## src/rtl/fetch_stage.sv

```systemverilog
// Instruction-fetch stage: owns the PC, addresses instruction memory and fills the IF/ID register.
// Redirects on taken branches and jumps, and squashes the wrong-path word.
module fetch_stage #(
    parameter logic [31:0] RESET_PC = 32'h0000_0000,
    parameter int unsigned IMEM_AW  = 7
) (
    input  logic               clk,
    input  logic               rst_n,
    input  logic               stall,
    input  logic               branch_taken,
    input  logic [31:0]        branch_target,
    input  logic               jump,
    output logic [IMEM_AW-1:0] imem_add,
    input  logic [31:0]        imem_instruc,
    output logic [31:0]        pc,
    output logic [31:0]        if_id_instr,
    output logic [31:0]        if_id_pc4,
    output logic               if_id_valid,
    output logic [31:0]        fetch_count
);

    logic [31:0] r_pc;
    logic [31:0] r_if_id_instr;
    logic [31:0] r_if_id_pc4;
    logic        r_if_id_valid;
    logic [31:0] r_fetch_count;

    logic [31:0] w_pc4;
    logic [31:0] w_jump_target;
    logic        w_jump_ok;

    assign w_pc4         = r_pc + 32'd4;
    assign w_jump_target = {r_if_id_pc4[31:28], r_if_id_instr[25:0], 2'b00};
    assign w_jump_ok     = jump & r_if_id_valid;

    // Memory sees only the low PC bits, so fetch aliases every 2^IMEM_AW bytes.
    assign imem_add = r_pc[IMEM_AW-1:0];

    // Priority: reset, branch (older instruction), jump, stall, sequential fetch.
    always_ff @(posedge clk) begin
        if (!rst_n) begin
            r_pc          <= RESET_PC;
            r_if_id_instr <= 32'd0;
            r_if_id_pc4   <= 32'd0;
            r_if_id_valid <= 1'b0;
            r_fetch_count <= 32'd0;
        end else if (branch_taken) begin
            r_pc          <= branch_target;
            r_if_id_instr <= 32'd0;
            r_if_id_pc4   <= 32'd0;
            r_if_id_valid <= 1'b0;
        end else if (w_jump_ok) begin
            r_pc          <= w_jump_target;
            r_if_id_instr <= 32'd0;
            r_if_id_pc4   <= 32'd0;
            r_if_id_valid <= 1'b0;
        end else if (!stall) begin
            r_pc          <= w_pc4;
            r_if_id_instr <= imem_instruc;
            r_if_id_pc4   <= w_pc4;
            r_if_id_valid <= 1'b1;
            r_fetch_count <= r_fetch_count + 32'd1;
        end
    end

    assign pc          = r_pc;
    assign if_id_instr = r_if_id_instr;
    assign if_id_pc4   = r_if_id_pc4;
    assign if_id_valid = r_if_id_valid;
    assign fetch_count = r_fetch_count;

endmodule

```

## config.mk

```make
export PLATFORM = sky130hd
export DESIGN_NAME = fetch_stage
export DESIGN_NICKNAME = d
export VERILOG_FILES = /design/src/rtl/fetch_stage.sv
export SDC_FILE = /design/constraint.sdc
export NUM_CORES = 1
export LEC_CHECK = 0
export BUFFER_PORTS_ARGS = -buffer_cell sky130_fd_sc_hd__buf_2
export CORE_MARGIN = 2
export CORE_UTILIZATION = 35
export CTS_CLUSTER_SIZE = 16
export DETAILED_ROUTE_END_ITERATION = 10
export HOLD_SLACK_MARGIN = 0.12
export PLACE_DENSITY = 0.59
export SETUP_SLACK_MARGIN = 0.3
export SLEW_MARGIN = 20
export SYNTH_ARGS = -nofsm -noshare
export SYNTH_HDL_FRONTEND = slang
export SYNTH_SLANG_ARGS = --single-unit
```

## constraint.sdc

```tcl
create_clock -name clk -period 2.23 [get_ports clk]
set_input_delay 0.446 -clock clk [delete_from_list [all_inputs] [get_ports clk]]
set_output_delay 0.446 -clock clk [all_outputs]
set_load 0.01 [all_outputs]
```

; ---- Yosys cells after proc, flatten, opt, wreduce, memory -nomap -nowiden
; Cells that the tools add are included.
[classes]
n_addsub = 2
bitwise = 5
reduce_logical = 2
n_eq_ne = 1
muxes = 3
[ops]
columns = op, n
row1 = $mux 32, 3
row2 = $add 32x1->32 const B, 1
row3 = $add 32x3->32 const B, 1
row4 = $not 1->1, 4
row5 = $ne 3x1->1 const B, 1
row6 = $reduce_and 3->1, 1
row7 = $reduce_or 3->1, 1
row8 = $and 1x1->1, 1
[totals]
input_bits = 69
reg_bits = 129
elab_cells = 18

; ---- Depth between registers and ports, before layout
[logic_depth]
word_depth = 4
ltp_mapped = 7
depth_no_buf = 6

; ---- Least setup slack after synthesis
; Ideal clock, no wire load.
[synth_path]
path_kind = register to register
startpoint = register r_pc[2] (netlist: pc[2])
endpoint = register r_pc[14] (netlist: pc[14])
setup_ns = 0.132
arrival_time_ns = 1.982
synth_period_minus_slack_ns = 2.114
path_stages_with_launch = 7
slack_ns = 0.116
path_cell_list = dfxtp_1 > ha_1 > nand4_2 > or4_1 > a31o_2 > a21oi_1 > a21oi_1
[synth_via]
elab_chain_len = 4
[synth_lines]
columns = item, line_no
row1 = "start, declared", 22  ; logic [31:0] r_pc;
row2 = "start signal, assigned", 48  ; r_pc <= branch_target;
row3 = "start signal, assigned", 53  ; r_pc <= w_jump_target;
row4 = "start signal, assigned", 58  ; r_pc <= w_pc4;
row5 = $add 32x3->32, 32  ; assign w_pc4 = r_pc + 32'd4;
row6 = $mux 32, 57  ; end else if (!stall) begin
row7 = $mux 32, 52  ; end else if (w_jump_ok) begin
row8 = $mux 32, 47  ; end else if (branch_taken) begin
; No other way between the ends. The select of a mux whose other input is x is not followed.
; A chain may end at the register's enable or synchronous reset.

; ---- Worst setup path after layout
[layout_path]
startpoint = register r_pc[2] (netlist: pc[2])
endpoint = register r_pc[22] (netlist: pc[22])
; Same word-level chain as after synthesis.

==> impl_metrics.py <==
metrics = {
    "outcome": {
        "outcome": "completed",
    },
    "floorplan": {
        "die-height_um": 137.5,
        "core_um2": 17360,
        "num_io_pins": 205,
        "die_w_um": 137.5,
        "initial_core_util_pct": 35.96,
        "dieArea_um2": 18920,
        "rows": 48,
    },
    "routing": {
        "drc": 0,
        "drt_iter0_markers": 421,
        "antenna_left": 0,
        "wl_per_cell_um": 17.29,
        "drt_first_pass_iters": 5,
        "wirelength_um": 20510,
        "vias": 6143,
        "routed_via_density": 5.180,
    },
    "cts": {
        "clk_latency_ps": 420,
        "root_buffer": "clkbuf_16",
        "clock_sinks": 129,
        "htree_levels": 4,
        "cts_inserted_buffers": 17,
        "postCtsHoldBufs": 0,
        "clockBufferDepth": 2,
        "path_clk_slew_ps": 60,
        "tritoncts": "yes",
    },
    "grt": {
        "grt_util_all_layers_pct": 21.85,
        "grt_max_degree": 49,
        "first_global_vias": 5711,
        "antenna_found_initial": 1,
        "gr-total-overflow": 0,
        "grt_pass1_wl_um": 31790,
    },
    "yosys": {
        "synth-seq-cells": 129,
        "synthMuxAreaShare_pct": 6.254,
        "synth.distinct_cells": 60,
        "synth_top_area_share_pct": 41.37,
        "synthAdderAreaFrac_pct": 0.4009,
        "yosys.cell_count.top_type": "dfxtp_1",
        "synth_warnings": 0,
        "synth_nets": 814,
        "synthTopCellsByArea": "dfxtp_1 41%, nor2_1 7.3%, mux2i_1 6.3%",
        "syn_area_per_cell_um2": 8.401,
        "synth_ff_type": "dfxtp_1",
        "async_reset_ff_share_pct": 0,
        "synth_top_area_cell": "dfxtp_1",
        "syn_inst": 743,
        "synth_edf_count": 0,
        "syn-cell-area_um2": 6242,
        "ys_seq_area_share_pct": 41.37,
        "synth_top_family_by_area": "simple AND/OR/NAND/NOR gates",
        "synth-simple-area-share_pct": 25.66,
        "synthXorXnorAreaFrac_pct": 8.559,
        "synth_compound_area_share_pct": 12.71,
        "synth_commonest_cells": "129 x dfxtp_1, 121 x nor2_1, 65 x nand2_1, 51 x a21oi_1",
    },
    "worst_hold_path": {
        "hp-class": "input port to flip-flop",
        "hold_depth": 3,
    },
    "worst_setup_path": {
        "reg2reg_slack_ps": 330,
        "required_ps": 2560,
        "critical-path-top-delay-family": "simple AND/OR/NAND/NOR gates",
        "worstSetupPathType": "flip-flop to flip-flop",
        "max_stage_delay_ps": 590,
        "cp-end-kind": "flip-flop",
        "cp_num_buf_inv": 0,
        "cp.depth": 6,
        "cpMaxStageDelayCell": "or4b_1",
        "cp_max_fo": 8,
        "startpoint_type": "flip-flop",
        "rr_worst_depth": 6,
        "cp_cell_sequence": "ha_4, nand4_4, or4b_1, nor3_2, xnor2_1, a211oi_1",
        "cp.arrival_ps": 2240,
    },
    "power_and_ir_drop": {
        "finalPower_mw": 6.087,
        "power_frac_clock_pct": 48.4,
        "p_leak_nw": 3.667,
        "p_seq_share_pct": 40.8,
        "swShare_pct": 24.67,
        "power.switching_mw": 1.501,
        "max-vdd-ir-drop_mv": 0.5263,
        "power_density_nw_per_um2": 733.3,
        "internal_power_mw": 4.586,
        "combPwrFrac_pct": 10.8,
    },
    "timing": {
        "worstMarginPinSlew_ps": 395.7,
        "setup_viol": 0,
        "rsz0062_at_grt": "yes",
        "period_share_pct": 85.34,
        "slew_headroom_pct": 73.38,
        "skew_ps": 6.676,
        "slew_violations": 0,
        "setup-tns-final_ps": 0,
        "postLayoutSetupSlackWorst_ps": 327.0,
        "fin_hold_ws_ps": 254.0,
        "hold_viol": 0,
        "layout_min_cycle_time_ps": 1903,
        "fmax_ghz": 0.5255,
    },
    "place": {
        "port_buffers": 204,
        "pre_cts_slack_ps": 152.5,
        "place_congestion": 0.8733,
        "post-dp-hpwl_um": 14990,
    },
    "finish": {
        "seqCellArea_um2": 2609,
        "fillers": 1752,
        "finalCoreUtilization_pct": 47.82,
        "drive_above_1_share_pct": 32.71,
        "final_nets": 1018,
        "multi_input_area_um2": 3396,
        "areaGrowthSynthToFinish_pct": 32.97,
    },
    "flow_run": {
        "drv_cap": 0,
    },
}
area by class of cell:
type	instances	share of cell area, %
Sequential cell	129	31.43
Tap cell	225	3.392
Inverter	13	0.5879
Clock buffer	22	5.592
Antenna cell	1	0.03015
Timing Repair Buffer	243	16.16
Clock inverter	10	1.899
Multi-Input combinational cell	543	40.91
path summary, 6_finish.rpt:
kind	from	endpoint
setup reg to reg	pc[2]	pc[22]
hold reg to reg	if_id_pc4[18]	if_id_pc4[18]
hold / removal	imem_instruc[16]	if_id_instr[16]
setup / recovery	pc[2]	pc[22]
per-stage QoR:
| step | area (um^2) | instances |
|---|---|---|
| final | 8300 | 1186 |
| after global routing | 8298 | 1185 |
| after CTS | 8238 | 1181 |
| after detailed placement | 7575 | 1147 |
| after global placement | 7575 | 1147 |
| after floorplan | 6261 | 743 |
power by group through the flow:
stage          Combinational, mW  Sequential (mW)  Clock [mW]
6_report                   0.657             2.48        2.95
5_1_grt                    0.720             2.49        3.12
4_1_cts                    0.658             2.48        3.00
3_5_place_dp               0.655             2.53           0
3_3_place_gp               0.651             2.53           0
2_1_floorplan              0.346             2.54           0
cells by family after synthesis:
family                   count (synthesis)
multiplexers                            39
AO/OA/AOI/OAI                          127
AND/OR/NAND/NOR                        314
adder cells (fa/ha/maj)                  2
buffers and inverters                   71
XOR/XNOR                                61
flip-flops                             129
worst reg2reg max path, cell delays in order, from the launching register on:
cell	delay, ps
dfxtp_4	390
ha_4	190
nand4_4	180
or4b_1	600
nor3_2	160
xnor2_1	90
a211oi_1	220
registers in the layout, summed over array words and instances, names as in the netlist:
| register | cells |
|---|---|
| if_id_pc4 | 32 |
| if_id_valid | 1 |
| if_id_instr | 32 |
| pc | 32 |
| fetch_count | 32 |
timing repair:
action                                  4_1_cts  5_1_grt
endpoints found under the setup margin       17       33
setup buffers                                 2        4
cloned                                        0        0
endpoints found under the hold margin         0        0
resized for setup                             5       15
pin swaps                                     2        3
layer usage:
| metal | track usage (%) | share of wire [%] |
|---|---|---|
| met5 | 0 | 0 |
| met4 | 5.899 | 0.98 |
| met3 | 5.372 | 7.8 |
| met2 | 33.11 | 45 |
| met1 | 30.90 | 46 |
placed cells by master, fill, tap and decap left out, types with 5 or more instances in the layout:
| cell type | instances |
|---|---|
| dfxtp_4 | 5 |
| nor2_1 | 121 |
| nor3_1 | 20 |
| o22ai_1 | 6 |
| buf_4 | 38 |
| buf_2 | 203 |
| a22oi_1 | 5 |
| and4_1 | 5 |
| clkbuf_16 | 17 |
| dfxtp_2 | 6 |
| nand3_1 | 32 |
| o21ai_0 | 22 |
| a211oi_1 | 17 |
| a21oi_1 | 51 |
| nor4_1 | 5 |
| nor3_2 | 6 |
| xnor2_1 | 31 |
| nand4_1 | 25 |
| nand2_1 | 64 |
| and3_1 | 6 |
| dfxtp_1 | 118 |
| inv_1 | 11 |
| nor4_2 | 6 |
| xor2_1 | 30 |
| mux2i_1 | 39 |
Power figures use the tool's default switching activity.
